==> config.mk <==
export PLATFORM = sky130hd
export DESIGN_NAME = armored_tx_reset_seq
export DESIGN_NICKNAME = d
export VERILOG_FILES = /design/src/rtl/armored_tx_reset_seq.sv
export SDC_FILE = /design/constraint.sdc
export NUM_CORES = 1
export LEC_CHECK = 0
export ABC_CLOCK_PERIOD_IN_PS = 2750
export CAP_MARGIN = 20
export CORE_MARGIN = 4
export CORE_UTILIZATION = 40
export CTS_BUF_LIST = sky130_fd_sc_hd__clkbuf_4 sky130_fd_sc_hd__clkbuf_8
export CTS_CLUSTER_SIZE = 20
export DETAILED_ROUTE_END_ITERATION = 16
export GPL_TIMING_DRIVEN = 0
export SLEW_MARGIN = 40
export SYNTH_ARGS = -nofsm -noshare
export SYNTH_HDL_FRONTEND = slang
export SYNTH_SLANG_ARGS = --single-unit
export TNS_END_PERCENT = 1
==> constraint.sdc <==
create_clock -name clk100 -period 2.75 [get_ports clk100]
set_clock_uncertainty 0.05 [all_clocks]
set_input_delay 0.825 -clock clk100 [delete_from_list [all_inputs] [get_ports clk100]]
set_output_delay 0.825 -clock clk100 [all_outputs]
set_load 0.05 [all_outputs]
==> src/rtl/armored_tx_reset_seq.sv <==
// TX PLL / lane-array reset sequencer: power-down, lock wait, analog then digital
// reset release, with lock timeout retry, loss-of-lock recovery and status counters.
module armored_tx_reset_seq #(
    parameter int NUM_PLLS     = 1,
    parameter int CNTR_BITS    = 16,
    parameter int TIMEOUT_BITS = CNTR_BITS + 2
) (
    input  logic                clk100,
    input  logic                rst100,
    input  logic [NUM_PLLS-1:0] pll_locked,
    input  logic                restart,
    output logic                pll_powerdown,
    output logic                rst_txa,
    output logic                rst_txd,
    output logic                tx_ready,
    output logic [2:0]          state,
    output logic [7:0]          timeout_count,
    output logic [7:0]          lol_count
);

    typedef enum logic [2:0] {
        ST_PWRDN     = 3'd0,
        ST_WAIT_LOCK = 3'd1,
        ST_ANA_RST   = 3'd2,
        ST_DIG_RST   = 3'd3,
        ST_RUN       = 3'd4
    } state_e;

    localparam logic [CNTR_BITS-1:0]    DWELL_ONE = 1;
    localparam logic [TIMEOUT_BITS-1:0] TMO_ONE   = 1;

    state_e                  state_q, state_d;
    logic [NUM_PLLS-1:0]     sync1_q, sync2_q;
    logic [CNTR_BITS-1:0]    dwell_q, dwell_d;
    logic [TIMEOUT_BITS-1:0] tmo_q, tmo_d;
    logic [7:0]              tcnt_q, tcnt_d;
    logic [7:0]              lcnt_q, lcnt_d;
    logic                    pd_q, pd_d;
    logic                    txa_q, txa_d;
    logic                    txd_q, txd_d;
    logic                    rdy_q, rdy_d;
    logic                    lock_ok;
    logic                    dwell_done;
    logic                    tmo_done;
    logic                    entry;

    assign lock_ok    = &sync2_q;
    assign dwell_done = (dwell_q == {CNTR_BITS{1'b1}});
    assign tmo_done   = (tmo_q == {TIMEOUT_BITS{1'b1}});

    always_comb begin
        state_d = state_q;
        tcnt_d  = tcnt_q;
        lcnt_d  = lcnt_q;
        if (restart) begin
            state_d = ST_PWRDN;
        end else begin
            case (state_q)
                ST_PWRDN: begin
                    if (dwell_done) state_d = ST_WAIT_LOCK;
                end
                ST_WAIT_LOCK: begin
                    if (lock_ok && dwell_done) begin
                        state_d = ST_ANA_RST;
                    end else if (tmo_done) begin
                        state_d = ST_PWRDN;
                        tcnt_d  = (tcnt_q == 8'hFF) ? tcnt_q : tcnt_q + 8'd1;
                    end
                end
                ST_ANA_RST, ST_DIG_RST, ST_RUN: begin
                    if (!lock_ok) begin
                        state_d = ST_WAIT_LOCK;
                        lcnt_d  = (lcnt_q == 8'hFF) ? lcnt_q : lcnt_q + 8'd1;
                    end else if (dwell_done && state_q == ST_ANA_RST) begin
                        state_d = ST_DIG_RST;
                    end else if (dwell_done && state_q == ST_DIG_RST) begin
                        state_d = ST_RUN;
                    end
                end
                default: state_d = ST_PWRDN;
            endcase
        end
    end

    // A restart re-enters PWRDN even from PWRDN, so it counts as a fresh entry.
    always_comb begin
        entry   = restart || (state_d != state_q);
        dwell_d = dwell_q + DWELL_ONE;
        tmo_d   = tmo_q + TMO_ONE;
        if (entry) begin
            dwell_d = '0;
            tmo_d   = '0;
        end else if (state_q == ST_WAIT_LOCK && !lock_ok) begin
            dwell_d = '0;
        end
    end

    always_comb begin
        pd_d  = (state_d == ST_PWRDN);
        txa_d = (state_d == ST_PWRDN) || (state_d == ST_WAIT_LOCK) || (state_d == ST_ANA_RST);
        txd_d = (state_d != ST_RUN);
        rdy_d = (state_d == ST_RUN);
    end

    always_ff @(posedge clk100 or posedge rst100) begin
        if (rst100) begin
            state_q <= ST_PWRDN;
            sync1_q <= '0;
            sync2_q <= '0;
            dwell_q <= '0;
            tmo_q   <= '0;
            tcnt_q  <= '0;
            lcnt_q  <= '0;
            pd_q    <= 1'b1;
            txa_q   <= 1'b1;
            txd_q   <= 1'b1;
            rdy_q   <= 1'b0;
        end else begin
            state_q <= state_d;
            sync1_q <= pll_locked;
            sync2_q <= sync1_q;
            dwell_q <= dwell_d;
            tmo_q   <= tmo_d;
            tcnt_q  <= tcnt_d;
            lcnt_q  <= lcnt_d;
            pd_q    <= pd_d;
            txa_q   <= txa_d;
            txd_q   <= txd_d;
            rdy_q   <= rdy_d;
        end
    end

    assign pll_powerdown = pd_q;
    assign rst_txa       = txa_q;
    assign rst_txd       = txd_q;
    assign tx_ready      = rdy_q;
    assign state         = state_q;
    assign timeout_count = tcnt_q;
    assign lol_count     = lcnt_q;

endmodule

=== Word-level counts from Yosys, hierarchy flattened ===
Cells that the tools add are included.

* Add/sub/neg operators: 4
* Equal/unequal tests: 13
* Muxes and demuxes: 11
* Bitwise gates (word level): 5
* Reduce and logical (&&, ||, !) cells: 13

{| class="wikitable"
|+ Operators by type and width
! kind !! count
|-
| $mux W16 || 2
|-
| $mux W3 || 7
|-
| $add A18 B1 Y18 const B || 1
|-
| $eq A18 B18 Y1 const B || 1
|-
| $mux W18 || 1
|-
| $add A16 B1 Y16 const B || 1
|-
| $add A8 B1 Y8 const B || 2
|-
| $eq A16 B16 Y1 const B || 1
|-
| $eq A8 B8 Y1 const B || 2
|-
| $eq A3 B2 Y1 const B || 3
|-
| $pmux W3 S3 || 1
|-
| $eq A3 B1 Y1 const B || 2
|-
| $eq A3 B3 Y1 const B || 2
|-
| $logic_not A3 Y1 || 2
|-
| $not A1 Y1 || 5
|-
| $reduce_and A5 Y1 || 1
|-
| $logic_and A1 B1 Y1 || 4
|-
| $reduce_and A4 Y1 || 1
|-
| $logic_or A1 B1 Y1 || 3
|-
| $ne A3 B3 Y1 || 1
|-
| $ne A3 B3 Y1 const B || 1
|-
| $reduce_or A3 Y1 || 1
|-
| $logic_not A1 Y1 || 1
|}

* Bits in registers: 59
* Output and inout port bits: 23

=== Longest topological paths before layout ===
Gate-level depths: netlist (run 1).

* Depth after elaboration: 10
* Depth in mapped cells: 8
* Gate-level depth less buffers: 6

=== Worst setup path before layout (run 1) ===
Ideal clock, no wire load.

* Path type: flip-flop to flip-flop
* From: reg state_q[2] (netlist: state[2])
* To: reg lcnt_q[1] (netlist: lol_count[1])
* Library setup time: 125 ps
* Arrival: 2102 ps
* Data required time: 2575 ps
* Path slack: 473 ps
* Stages on the path, launching flop included: 6
* Buffers on the path: 1
* Path through: dfrtp_1 buf_2 nor3b_1 o21ai_0 a31oi_2 mux2_2

* Cells in the longest elaborated chain, start to end: 3
* Elaborated cells between the ends (all ways): 5
* Classes of those cells: eq/ne (3); reduce/logical (2)

{| class="wikitable"
|+ Ends and longest elaborated chain
! what !! line !! text
|-
| start: declaration || 32 || <nowiki>state_e state_q, state_d;</nowiki>
|-
| start signal: assignment || 119 || <nowiki>state_q <= state_d;</nowiki>
|-
| $eq A3 B2 Y1 or $eq A3 B3 Y1 (tied branches) || 58 || <nowiki>case (state_q)</nowiki>
|-
| $reduce_or A3 Y1 (*) || 58 ||
|-
| $reduce_and A4 Y1 (no source line) (*) || - ||
|-
| end signal: assignment || 125 || <nowiki>lcnt_q <= lcnt_d;</nowiki>
|-
| end: declaration || 37 || <nowiki>logic [7:0] lcnt_q, lcnt_d;</nowiki>
|}

Mark *: on every way between the ends. The rest lies on a longest branch, timed or not.
A chain may end at the register's enable or synchronous reset.

=== Worst setup path after layout (run 1) ===
* From: reg pd_q (netlist: pll_powerdown)
* To: out pll_powerdown

{| class="wikitable"
|+ RTL lines
! what !! line !! text
|-
| start: declaration || 38 || <nowiki>logic pd_q, pd_d;</nowiki>
|-
| start signal: assignment || 126 || <nowiki>pd_q <= pd_d;</nowiki>
|-
| end: declaration || 12 || <nowiki>output logic pll_powerdown,</nowiki>
|}

No word-level cell between the ends.

==> results.toml, run 1 <==
[sta]
rsz0062_at_grt = "no"
finalSetupViolations = 0
hold_viol = 0
min_period_ps = 2510
tightest_slew_ps = 782
final.period_utilization_pct = 91.2
maxSlewViolCount = 0
slew_headroom_pct = 47.4
fmax_mhz = 399
fin_tns_setup_ps = 0

[synthesis]
synthCells = 277
ys.flop_type = "dfrtp_1"
seq_area_frac_synth_pct = 49.8
ys_warn_count = 0
async_reset_ff_share_pct = 100
synth-edff-count = 0
ys_ff_latch = 59
netlist_area_um2 = 2970
synth_cell_types = 41
syn_area_per_cell_um2 = 10.7
syn-num-nets = 285

[cts]
cts-root-buf = "clkbuf_8"
max-clock-path-buffers = 2
cts.sinks = 59
cts_tree = "done"
htreeDepth = 3
cts_resized = 0
hold_buffers = 0
cts_setup_buffers = 0
path_clk_slew_ps = 70
clk_latency_ps = 330
numCtsBuffers = 9

[drt]
dr.pass1.iters = 4
ant_nets = 0
routed_wl_mm = 5.64
avgRoutedWirePerCell_um = 13.5
drc = 0
vias = 2162
m1WireLength_mm = 2.78
via_per_inst = 5.17
highest-signal-layer = "met4"
drtIter0Drc = 42
met2WireLength_mm = 2.60
route.met3.wl_um = 174

[hold_path]
min-delay-start = "sync1_q"
whs_endpoint = "lock_ok"
min_path_type = "register to register"
min_path_cells = 0

[final_layout]
utilization_pct = 49.6
n_fill_cell = 685
multi_input_area_um2 = 1390
nets = 322
layout_common_cells = "dfrtp_1, xnor2_1, clkdlybuf4s50_1, nor4_1, nor3_1"
syn_to_final_growth_pct = 21.1
diodes = 0
drive_gt1_share_pct = 12.9
final_common_cell = "dfrtp_1"
seq_area_um2 = 1480

[placed_design]
place_hpwl_mm = 3.86
io_buffers = 25
place.gp.congestion = 0.784

[floorplan]
ioPinCount = 27
std_cell_rows = 31
die_area_um2 = 8870
coreArea_um2 = 7250
die_y_um = 94.2
start_util_pct = 41.0
die_x_um = 94.2

[grt]
overflow = 0
grt_pass1_vias = 2111
grt_usage_pct = 14.3
grt_max_degree = 38
grt_pass1_wl_mm = 9.88
antenna_found_initial = 0

[setup_path]
r2r_cells = 7
endpoint_kind = "output port"
crit_slowest_cell = "clkdlybuf4s50_1"
crit_chain = "clkdlybuf4s50_1"
r2r_end = "dwell_q[5]"
path_buf_inv = 1
cp_top_family = "buffers and inverters"
cp.required_ps = 1880
r2r_slack_ps = 260
critPathKind = "register to output port"
critPathMaxStageDelay_ps = 790
crit_fanout = 1
start_kind = "register"
r2r_start = "tmo_q[0]"
arrival_ps = 1630

[power]
p_leak_uw = 0.00146
ir_drop_uv = 202
cellPowerDensity_nw_per_um2 = 516

[run_status]
status = "completed"

[job]
maxCapViolCount = 0
layer usage:
layer,vias up,global-route usage [%]
met1,1040,18.9
li1,1088,-
met3,6,3.85
met5,-,0
met2,28,21.9
met4,0,6.14
stage by stage:
step / std cells / cell area (um2) / total power, uW / setup slack (ps) / hold WS [ps]
finish: 418 / 3600 / 1860 / 242 / 306
global route: 418 / 3600 / 1940 / 119 / 319
CTS: 418 / 3600 / 1890 / 215 / 312
detailed placement: 402 / 3370 / 969 / 268 / 292
global placement: 401 / 3340 / 964 / -680 / 285
floorplan: 277 / 2970 / 945 / 424 / 281
sequential cells by signal, indices dropped and copies added, names as in the netlist:
register       count
state              3
lol_count          8
tx_ready           1
rst_txa            1
tmo_q             18
sync1_q            1
timeout_count      8
lock_ok            1
rst_txd            1
dwell_q           16
pll_powerdown      1
worst max path at each step:
stage	startpoint	end	slack [ps]	cells after the start
global route	tmo_q[0]	dwell_q[14]	120	7
detailed placement	tmo_q[0]	dwell_q[5]	270	7
floorplan	rst100	dwell_q[0]	420	1
finish	pll_powerdown	pll_powerdown	240	1
CTS	pll_powerdown	pll_powerdown	220	1
global placement	rst100	dwell_q[10]	-680	2
cell families after synthesis:
kind of cell / Yosys count / synth area share, %
AND/OR/NAND/NOR: 131 / 26.0
flip-flops: 59 / 49.8
XOR/XNOR: 46 / 13.6
buffers and inverters: 19 / 3.41
AO/OA/AOI/OAI: 15 / 4.42
adder cells (fa/ha/maj): 4 / 1.68
multiplexers: 3 / 1.10
synthesized netlist by cell type, types with 2 or more instances:
master,number,share of area (%)
nor3_1,24,4.0
nand4_1,15,3.2
xnor2_1,33,9.7
dfstp_2,3,2.7
and3_1,6,1.3
buf_6,3,1.1
nor2_1,11,1.4
nand3_1,10,1.7
xor2_1,13,3.8
and4_1,2,0.59
dfrtp_1,56,47
a31oi_1,2,0.42
nor3b_1,2,0.51
buf_2,5,0.84
a21oi_1,2,0.34
nor4_1,24,5.1
nor4_4,2,1.4
mux2_2,2,0.76
clkbuf_1,4,0.51
nand2_1,22,2.8
inv_1,6,0.76
nor2b_1,2,0.42
ha_1,4,1.7
nand2b_1,3,0.63
o21ai_0,3,0.51
and2_1,3,0.63
report_power, final:
part	switching (uW)	leakage, uW	total, uW	internal [uW]
clock	338	0.000116	906	568
sequential	8.39	0.000804	886	877
combinational	43.8	0.000543	64.9	21.0
total	390	0.00146	1860	1470
worst reg2reg max path, stage by stage, from the launching register on:
cell and delay (ps):
dfrtp_1 380, ha_1 190, nand3_1 250, nor4_4 420, nor3b_4 470, a2bb2oi_4 330, buf_6 190, nor4_1 60
layout make-up:
class | instances | share of cell area (%)
sequential | 59 | 41.1
multi-input combinational | 199 | 38.6
timing repair buffer | 26 | 7.51
clock buffer | 12 | 4.42
tap | 99 | 3.44
buffer | 13 | 2.19
clock inverter | 4 | 2.02
inverter | 6 | 0.695
Power figures use the tool's default switching activity.
==> run 2, diff against run 1 <==
--- a/config.mk
+++ b/config.mk
@@ -8,7 +8,7 @@
 export ABC_CLOCK_PERIOD_IN_PS = 2750
 export CAP_MARGIN = 20
 export CORE_MARGIN = 4
-export CORE_UTILIZATION = 40
+export CORE_UTILIZATION = 30
 export CTS_BUF_LIST = sky130_fd_sc_hd__clkbuf_4 sky130_fd_sc_hd__clkbuf_8
 export CTS_CLUSTER_SIZE = 20
 export DETAILED_ROUTE_END_ITERATION = 16
==> run 2 against run 1 <==
Against the previous run:
- fmax barely moved
- first-iteration DRC count up 71%
- setup slack hardly changed
- die area grew 30%
- sequential share of layout area fell by 0.49 points
- flip-flop and latch count unchanged
- hold slack better by 0.73 ps
- register-to-register slack improved by 40 ps
- clock power shrank 1%
- critical path type unchanged
==> results.toml, run 2 (synthesized netlist as in run 1, its figures left out) <==
[final_layout]
fin_area_um2 = 3640
diodes = 0
layout_common_cells = "dfrtp_1, xnor2_1, clkdlybuf4s50_1, nor4_1, nor3_1"
nets = 322
final_common_cell = "dfrtp_1"
drive_gt1_share_pct = 13.2
syn_to_final_growth_pct = 22.6
regMostFlops = "tmo_q"
largest_reg_flops = 18
top_regs = "tmo_q (18), dwell_q (16)"
n_fill_cell = 981

[grt]
grt_usage_pct = 10.5
grt_max_degree = 41
antenna_found_initial = 0
grt_pass1_wl_mm = 9.71
grt_pass1_vias = 2071
overflow = 0

[setup_path]
crit_slowest_cell = "clkdlybuf4s50_1"
r2r_cells = 7
critPathMaxStageDelay_ps = 790
r2r_slack_ps = 300
cp_top_family = "buffers and inverters"
r2r_end = "dwell_q[9]"
crit_chain = "clkdlybuf4s50_1"
path_buf_inv = 1
crit_fanout = 1
cp.required_ps = 1880
endpoint_kind = "output port"
r2r_start = "tmo_q[0]"
start_kind = "register"
critPathKind = "register to output port"
arrival_ps = 1630

[cts]
cts_tree = "done"
cts.sinks = 59
numCtsBuffers = 9
cts_resized = 0
cts_setup_buffers = 0
max-clock-path-buffers = 2
hold_buffers = 0
cts-root-buf = "clkbuf_8"
clk_latency_ps = 330
htreeDepth = 3
path_clk_slew_ps = 70

[floorplan]
coreArea_um2 = 9730
std_cell_rows = 36
die_x_um = 108
die_area_um2 = 11600
die_y_um = 108
ioPinCount = 27
start_util_pct = 30.5

[placed_design]
io_buffers = 25
place.gp.congestion = 0.739
postPlaceCellArea_um2 = 3410
place_hpwl_mm = 3.96
place_ws_ps = 204

[hold_path]
whs_endpoint = "lock_ok"
min_path_type = "register to register"
min_path_cells = 0
min-delay-start = "sync1_q"

[power]
power_uw = 1850
cellPowerDensity_nw_per_um2 = 507
p_leak_uw = 0.00146
ir_drop_uv = 219

[sta]
tightest_slew_ps = 544
hold_viol = 0
fmax_mhz = 399
setup_slack_ps = 242
slew_headroom_pct = 63.4
finalSetupViolations = 0
min_period_ps = 2510
maxSlewViolCount = 0
final.period_utilization_pct = 91.2
rsz0062_at_grt = "no"

[drt]
ant_nets = 0
vias = 2160
routed_wl_mm = 5.68
avgRoutedWirePerCell_um = 12.6
via_per_inst = 4.78
drtIter0Drc = 72
dr.pass1.iters = 4
drc = 0

[job]
maxCapViolCount = 0

[run_status]
status = "completed"
[run 2: cell types whose count changed in the layout (fill, tap and decap cells not counted), sizes merged]
cell	previous run	this run
clkinv	1	0
clkinvlp	1	2
[run 2: power breakdown]
group	switching (uW)	leakage [uW]	internal, uW
combinational	43.4	0.000545	20.9
clock	341	0.000110	556
sequential	8.56	0.000804	877
total	393	0.00146	1450
[run 2: metal layers]
metal	up-vias	share of wire, %	GRT usage [%]
met1	1044	46	13.3
met2	34	49	17.0
met3	2	4.6	3.60
met5	-	0	0
li1	1080	-	-
met4	0	0.23	2.98
[run 2: through the flow]
stage | TNS [ps] | util (%) | cells | hold WS, ps
floorplan | 0 | - | 277 | 281
global route | 0 | 37.4 | 452 | 310
finish | 0 | 37.4 | 452 | 306
CTS | 0 | 37.4 | 452 | 304
detailed placement | 0 | 35.0 | 436 | 287
global placement | -40420 | 34.8 | 435 | 284
[run 2: area by class of cell]
type                            instances  area, um2  share of cell area, %
Tap cell                              133        166                   4.57
Sequential cell                        59       1480                   40.6
Timing Repair Buffer                   26        270                   7.42
Clock buffer                           12        153                   4.19
Clock inverter                          4       75.1                   2.06
Inverter                                6       25.0                  0.687
Multi-Input combinational cell        199       1390                   38.3
Buffer                                 13       78.8                   2.16
[run 2: worst max-delay path by stage]
| stage | end | startpoint | slack (ps) | cells past startpoint |
|---|---|---|---|---|
| 6_report | pll_powerdown | pll_powerdown | 240 | 1 |
| 5_1_grt | dwell_q[13] | tmo_q[0] | 140 | 7 |
| 4_1_cts | pll_powerdown | pll_powerdown | 210 | 1 |
| 3_5_place_dp | lol_count[1] | restart | 200 | 5 |
| 3_3_place_gp | dwell_q[10] | rst100 | -720 | 2 |
| 2_1_floorplan | dwell_q[0] | rst100 | 420 | 1 |
[run 2: worst register-to-register path: stages, from the launching register on]
cell and delay [ps]:
dfrtp_1 390, ha_1 190, nand3_1 250, nor4_4 410, nor3b_4 450, a2bb2oi_4 320, buf_6 190, nor4_1 70
